File: src/rtl/cpu7_ifu_imem_resp.sv
// Instruction-fetch responder: accepts IFU fetch requests, drives a
// synchronous-read instruction SRAM and returns one instruction per request
// with address-exception and uncache attributes. A cancel kills whatever is
// in flight; a request presented in the cancel cycle becomes the new target.
//
//  state  | meaning
//  -------+------------------------------------------------------------
//  S_IDLE | no request in flight, ready to accept
//  S_WAIT | request latched, burning WAIT_CYC cycles before the SRAM read
//  S_RESP | SRAM data (or exception) returned this cycle
module cpu7_ifu_imem_resp #(
    parameter int          ADDR_W   = 14,
    parameter logic [31:0] RAM_BASE = 32'h1c00_0000,
    parameter logic [31:0] UNC_BASE = 32'h1f00_0000,
    parameter logic [31:0] UNC_MASK = 32'hff00_0000,
    parameter int          WAIT_CYC = 0,
    parameter int          GRLEN    = 64
) (
    input  logic              clk,
    input  logic              resetn,
    input  logic              inst_req,
    input  logic [31:0]       inst_addr,
    input  logic              inst_cancel,
    output logic              inst_addr_ok,
    output logic              inst_valid_f,
    output logic [GRLEN-1:0]  inst_rdata_f,
    output logic [1:0]        inst_count,
    output logic              inst_ex,
    output logic [5:0]        inst_exccode,
    output logic              inst_uncache,
    output logic              ram_en,
    output logic [ADDR_W-1:0] ram_addr,
    input  logic [31:0]       ram_rdata
);

    localparam int CNT_W = (WAIT_CYC > 0) ? $clog2(WAIT_CYC + 1) : 1;
    localparam bit PIPE  = (WAIT_CYC == 0);

    typedef enum logic [1:0] {
        S_IDLE = 2'd0,
        S_WAIT = 2'd1,
        S_RESP = 2'd2
    } state_t;

    state_t             state, state_nxt;
    logic [CNT_W-1:0]   cnt, cnt_nxt;
    logic               pend_ex, pend_unc;
    logic [ADDR_W-1:0]  pend_idx;
    logic [31:0]        hold_rdata;
    logic               hold_ex, hold_unc;

    logic [31:0]        off;
    logic               req_ex, req_unc;
    logic [ADDR_W-1:0]  req_idx;
    logic               accept, resp_valid;
    logic               ram_en_c;
    logic [ADDR_W-1:0]  ram_addr_c;
    logic [31:0]        resp_rdata, rdata32;

    // Request decode: window offset, exception and uncache attributes.
    always_comb begin
        off     = inst_addr - RAM_BASE;
        req_ex  = (inst_addr[1:0] != 2'b00) || ((off >> (ADDR_W + 2)) != 32'd0);
        req_unc = ((inst_addr & UNC_MASK) == (UNC_BASE & UNC_MASK));
        req_idx = off[ADDR_W+1:2];
        // Back-to-back accept from S_RESP only when there is no wait phase.
        accept  = inst_req && resetn &&
                  ((state == S_IDLE) || inst_cancel || (PIPE && (state == S_RESP)));
        resp_valid = resetn && (state == S_RESP) && !inst_cancel;
    end

    // Next state, wait counter and SRAM read strobe.
    always_comb begin
        state_nxt  = state;
        cnt_nxt    = cnt;
        ram_en_c   = 1'b0;
        ram_addr_c = pend_idx;
        case (state)
            S_WAIT: begin
                if (cnt <= CNT_W'(1)) begin
                    ram_en_c  = !pend_ex;
                    state_nxt = S_RESP;
                    cnt_nxt   = '0;
                end else begin
                    cnt_nxt = cnt - CNT_W'(1);
                end
            end
            S_RESP:  state_nxt = S_IDLE;
            default: state_nxt = state;
        endcase
        if (inst_cancel) begin
            state_nxt = S_IDLE;
            cnt_nxt   = '0;
            ram_en_c  = 1'b0;
        end
        if (accept) begin
            if (PIPE) begin
                ram_en_c   = !req_ex;
                ram_addr_c = req_idx;
                state_nxt  = S_RESP;
            end else begin
                state_nxt = S_WAIT;
                cnt_nxt   = CNT_W'(WAIT_CYC);
            end
        end
    end

    // State, latched request attributes and held response fields.
    always_ff @(posedge clk or negedge resetn) begin
        if (!resetn) begin
            state      <= S_IDLE;
            cnt        <= '0;
            pend_ex    <= 1'b0;
            pend_unc   <= 1'b0;
            pend_idx   <= '0;
            hold_rdata <= '0;
            hold_ex    <= 1'b0;
            hold_unc   <= 1'b0;
        end else begin
            state <= state_nxt;
            cnt   <= cnt_nxt;
            if (accept) begin
                pend_ex  <= req_ex;
                pend_unc <= req_unc;
                pend_idx <= req_idx;
            end
            if (resp_valid) begin
                hold_rdata <= resp_rdata;
                hold_ex    <= pend_ex;
                hold_unc   <= pend_unc;
            end
        end
    end

    // Response outputs: live in the response cycle, otherwise the last value.
    always_comb begin
        resp_rdata   = pend_ex ? 32'd0 : ram_rdata;
        rdata32      = resp_valid ? resp_rdata : hold_rdata;
        inst_addr_ok = accept;
        inst_valid_f = resp_valid;
        inst_rdata_f = GRLEN'(rdata32);
        inst_count   = resp_valid ? 2'd1 : 2'd0;
        inst_ex      = resp_valid ? pend_ex : hold_ex;
        inst_exccode = inst_ex ? 6'h08 : 6'h00;
        inst_uncache = resp_valid ? pend_unc : hold_unc;
        ram_en       = ram_en_c && resetn;
        ram_addr     = resetn ? ram_addr_c : '0;
    end

endmodule

File: config.mk
export PLATFORM = sky130hd
export DESIGN_NAME = cpu7_ifu_imem_resp
export DESIGN_NICKNAME = d
export VERILOG_FILES = /design/src/rtl/cpu7_ifu_imem_resp.sv
export SDC_FILE = /design/constraint.sdc
export NUM_CORES = 1
export LEC_CHECK = 0
export ABC_CLOCK_PERIOD_IN_PS = 3500
export CORE_MARGIN = 2
export CORE_UTILIZATION = 42
export CTS_BUF_LIST = sky130_fd_sc_hd__clkbuf_4
export DETAILED_ROUTE_END_ITERATION = 8
export PLACE_DENSITY = 0.91
export RECOVER_POWER = 100
export SLEW_MARGIN = 0
export SYNTH_ARGS = -nofsm -noshare
export SYNTH_HDL_FRONTEND = slang
export SYNTH_SLANG_ARGS = --single-unit
File: constraint.sdc
create_clock -name clk -period 3.5 [get_ports clk]
set_clock_uncertainty 0.1 [all_clocks]
set_input_delay 1.05 -clock clk [delete_from_list [all_inputs] [get_ports clk]]
set_output_delay 1.05 -clock clk [all_outputs]
set_load 0.1 [all_outputs]
==> Word-level counts from Yosys, hierarchy flattened <==
Cells that the tools add are included.
{ "op_classes": {"n_lt_le_gt_ge": 1, "n_reduce_logical": 17, "addsub": 2, "muxes": 19, "eq_ne": 4} }
{ "op_table": {"columns": ["op", "n"], "rows": [
  ["two-way mux 32 bit", 2],
  ["nonzero test 32 bit", 1],
  ["subtractor 32 x 29 -> 32 bit (second input constant)", 1],
  ["two-way mux 14 bit", 2],
  ["two-way mux 1 bit", 10],
  ["equality test 8 x 5 -> 1 bit (second input constant)", 1],
  ["two-way mux 2 bit", 3],
  ["logical AND 1 bit", 5],
  ["two-way mux 4 bit", 1],
  ["inequality test 4 bit (second input constant)", 1],
  ["one-hot mux 2 bit (2 select lines)", 1],
  ["nonzero test 2 bit", 2],
  ["nonzero test 4 bit", 1],
  ["logical NOT 1 bit", 3],
  ["logical OR 1 bit", 3],
  ["equality test 2 x 1 -> 1 bit (second input constant)", 1],
  ["equality test 2 bit (second input constant)", 1],
  ["logical NOT 2 bit", 1],
  ["AND reduction 2 bit", 1],
  ["less-or-equal comparator 1 bit (second input constant)", 1],
  ["subtractor 1 bit (second input constant)", 1]
]} }
{ "word_totals": {"reg_bits": 53, "output_inout_bits": 91, "in_bits": 68} }

==> Longest topological paths before layout <==
{ "logic_depth": {"word_depth": 6, "mapped_depth": 5, "ltp_nobuf": 3} }

==> Worst setup path before layout <==
Ideal clock, no wire load.
{ "synth_timing": {"path_kind": "input to output", "start": "in inst_req", "end": "out ram_en", "slack_ns": -1.367, "n_path_buf": 2, "path_stages": 5, "t_arrival_ns": 3.717, "cell_sequence": "buf_6 > and2_4 > buf_6 > nand3_1 > nor3_1"} }
{ "synth_between": {"elab_chain_cells": 4} }
{ "synth_lines": {"columns": ["item", "line", "rtl"], "rows": [
  ["start, declared", "21", "input logic inst_req,"],
  ["logical AND 1 bit (2 in series)", "67", "accept = inst_req && resetn &&"],
  ["via inst_addr_ok", "24", "output logic inst_addr_ok,"],
  ["two-way mux 1 bit", "96", "if (accept) begin"],
  ["logical AND 1 bit", "146", "ram_en = ram_en_c && resetn;"],
  ["end, declared", "31", "output logic ram_en,"]
]} }
The timed path passes the listed nets, and every way through them passes these cells.

==> Final worst setup path <==
{ "layout_timing": {"start": "in inst_addr[18]", "end": "out ram_en"} }
{ "layout_between": {"elab_chain_cells": 6} }
{ "layout_lines": {"columns": ["item", "line", "rtl"], "rows": [
  ["start, declared", "22", "input logic [31:0] inst_addr,"],
  ["subtractor 32 x 29 -> 32 bit", "62", "off = inst_addr - RAM_BASE;"],
  ["nonzero test 32 bit", "63", "req_ex = (inst_addr[1:0] != 2'b00) || ((off >> (ADDR_W + 2)) != 32'd0);"],
  ["logical OR 1 bit", "63", null],
  ["logical NOT 1 bit", "98", "ram_en_c = !req_ex;"],
  ["two-way mux 1 bit", "96", null],
  ["logical AND 1 bit", "146", null]
]} }
No other way between the ends.

==> results by group <==
Final layout
  • Layout area overhead: 71.2%
  • Post-route cell area: 4690 um^2
  • # nets final: 479
  • Non-Filler Instances: 489
  • Share of cells above drive strength 1: 0.343

Routing
  • Routed Antenna Nets: 0
  • Post-DR vias/cell: 4.83
  • DR vias: 2363
  • Overall routed net length: 8220 um
  • DR iter-0 viols: 78
  • DR pass1 iterations: 4
  • Wire per inst: 16.8 um
  • DRC: 0

Timing
  • Final hold violations: 0
  • Final setup fails: 0
  • Worst slew margin: 0.157
  • Final min period: 3.46 ns
  • Slew @ Worst Pin: 1.26 ns
  • Worst hold slack: 0.403 ns
  • Final period util: 0.990
  • Fmax achieved: 0.289 GHz
  • Fin. max-slew vios: 0

Run status
  • Status: finished clean

Logic synthesis
  • Unique masters post-synth: 25
  • Synthesis Warnings: 0
  • Mapped Area: 2740 um^2
  • Post-synthesis cell count: 267
  • #FFs+latches synth: 51
  • Register area share after synthesis: 0.466
  • Syn Area/Cell: 10.3 um^2

Pwr
  • Combinational group share of total power: 0.451
  • Pleak: 0.00215 uW
  • Int Pwr: 1010 uW
  • IR drop worst, VDD: 0.237 mV
  • Sequential fraction of design power: 0.363
  • Clock share of power: 0.185
  • Switch Pwr: 791 uW
  • Switching Fraction: 0.438
  • PD cells: 385 nW/um^2

Global routing
  • Antenna violations before repair: 1
  • All-layer global routing usage: 0.228
  • First-pass GRT wire length: 13000 um
  • Number of global-route vias before repair: 2590
  • Largest net degree at the start of global routing: 35
  • Total congestion overflow: 0

CTS
  • CTS root buf: clkbuf_4
  • Clock Latency Late Sink: 0.36 ns
  • CTS Buffer Depth: 2
  • CTS tree: yes
  • H-Tree Depth: 2
  • Worst-path clk slew: 0.14 ns
  • # clock sinks: 51
  • Post-CTS Hold Buffers: 0
  • CTS Buf Count: 5

Setup path
  • Beginning of the critical path: inst_addr[18]
  • Worst-path cell chain: clkdlybuf4s50_1, nor4_4, nand3_2, nor3_4, buf_12
  • Crit path max-delay family: buffers and inverters
  • R2r endpoint: hold_rdata[18]
  • Crit-path max FO: 2
  • CP Data Arrival Time: 2.31 ns
  • CP endpoint: ram_en
  • Reg2reg setup slack: 1.74 ns
  • Crit path depth: 5
  • Startpoint types: input port
  • Crit-path max cell delay: 0.49 ns
  • Crit path kind: input port to primary output
  • Worst reg2reg path startpoint: pend_ex
  • Crit. End Element: primary output
  • Sum of buffers and inverters on the critical path: 2
  • Worst reg2reg path depth: 4
  • Slowest stage cell, crit path: clkdlybuf4s50_1
  • Critical Path RT: 2.35 ns

Placement
  • Dpl hpwl: 6090 um
  • GP Congestion: 0.806
  • Placed Cells: 477
  • Cell Area, Placed: 4940 um^2
  • I/O Buffers: 120

Hold path
  • Hold path startpoint: hold_rdata[3]
  • Worst Hold Class: register to register

Floorplan
  • Ports: 159
  • Horiz. Die Dim: 84.7 um
  • Die area: 7180 um^2
  • Rows: 29
  • Core area: 6310 um^2
  • Starting Density: 0.434
  • Die H: 84.7 um

Run
  • Max-Cap Viols: 0
synth_stat cells:
cell type | n | area (um^2)
dfrtp_1 | 51 | 1280
buf_4 | 41 | 308
nand2_1 | 33 | 124
nand2b_1 | 32 | 200
o21ai_0 | 30 | 150
mux2_4 | 15 | 225
mux2i_1 | 14 | 140
nor2b_1 | 14 | 87.6
clkbuf_1 | 8 | 30.0
nor4_1 | 5 | 31.3
buf_6 | 4 | 45.0
nand3_1 | 3 | 15.0
o21ai_1 | 3 | 15.0
buf_2 | 2 | 10.0
inv_1 | 2 | 7.51
and2_1 | 1 | 6.26
and2_4 | 1 | 8.76
conb_1 | 1 | 3.75
nand3b_2 | 1 | 11.3
nand4_1 | 1 | 6.26
nor3_1 | 1 | 5.00
nor4b_1 | 1 | 8.76
o22a_1 | 1 | 8.76
o22ai_1 | 1 | 6.26
or4_1 | 1 | 7.51
worst min path at each step:
stage / depth (start not counted) / slack, ns / to
4_1_cts: 1 / 0.40 / pend_idx[4]
5_1_grt: 1 / 0.39 / pend_idx[4]
6_report: 2 / 0.40 / hold_rdata[3]
3_3_place_gp: 1 / 0.40 / pend_idx[11]
2_1_floorplan: 1 / 0.38 / pend_idx[0]
3_5_place_dp: 1 / 0.40 / pend_idx[6]
registers in the layout, indices dropped and copies added (netlist names):
signal	count
state	1
pend_idx	14
hold_ex	1
hold_unc	1
hold_rdata	32
pend_unc	1
pend_ex	1
cells in the final DEF (no fill, tap or decap), types with 2 or more instances in the layout:
cell             count
buf_8                5
o21ai_1              2
nor2b_1              2
clkdlybuf4s50_1     52
nor2b_2             12
buf_6               16
dlygate4sd2_1        2
o21ai_4             26
nand2_1             33
mux2_4               3
and2_0               2
buf_2                2
mux2i_1             14
conb_1              38
buf_16               2
dlymetal6s2s_1      12
o21ai_2              5
nor4_4               2
nand2b_1            32
dfrtp_1             51
clkbuf_4            10
mux2_1              12
clkbuf_1            10
nor4_1               3
nand3_2              2
buf_12              16
buf_4               34
cells by family after synthesis:
logic type / synth area share
and+or+nand+nor: 0.187
DFF: 0.466
buffers and inverters: 0.146
AOI/OAI and AO/OA: 0.0658
other: 0.00137
muxes: 0.133
final cells by class:
cell class	instances	area, um^2
flip-flops and latches	51	1280
inverters	2	11.3
repair buffers	155	1650
fillers	435	1630
well taps	77	96.3
clock inverters	1	30.0
clock buffers	6	45.0
multi-input cells	196	1570
diodes	1	2.50
through the flow:
step | utilization | setup TNS [ns] | setup WS (ns) | total power (uW)
finish | 0.742 | 0 | 0.0366 | 1810
global route | 0.742 | -0.0198 | -0.0198 | 1870
CTS | 0.812 | -0.0888 | -0.0888 | 1910
detailed placement | 0.783 | -0.806 | -0.152 | 1560
global placement | 0.783 | -0.262 | -0.122 | 1550
floorplan | - | -5.45 | -0.470 | 1280
power groups by stage:
stage                     Combinational [uW]  Sequential [uW]  Clock (uW)
after floorplan                          621              659           0
after global placement                   883              663           0
after detailed placement                 899              666           0
after CTS                                908              657         348
after global routing                     842              660         371
final                                    815              656         335
metal layers:
layer	vias up	share of wire	track usage
li1	1096	-	-
met1	1156	0.37	0.261
met2	94	0.56	0.424
met3	17	0.054	0.0580
met4	0	0.020	0.0548
met5	-	0	0
worst reg2reg max path: cells and delay by family (launching register included):
kind / cells / cell delay (ns)
flops: 1 / 0.96
simple gates: 1 / 0.27
buf+inv: 2 / 0.25
compound gates: 1 / 0.08
repair_timing:
action	CTS	global route
setup endpoints to repair	39	2
resized for setup	15	18
endpoints found under the hold margin	0	0
pin swaps	11	8
cloned	2	0
buffers inserted	2	0
Note: power is estimated with default switching activity, not from simulation.
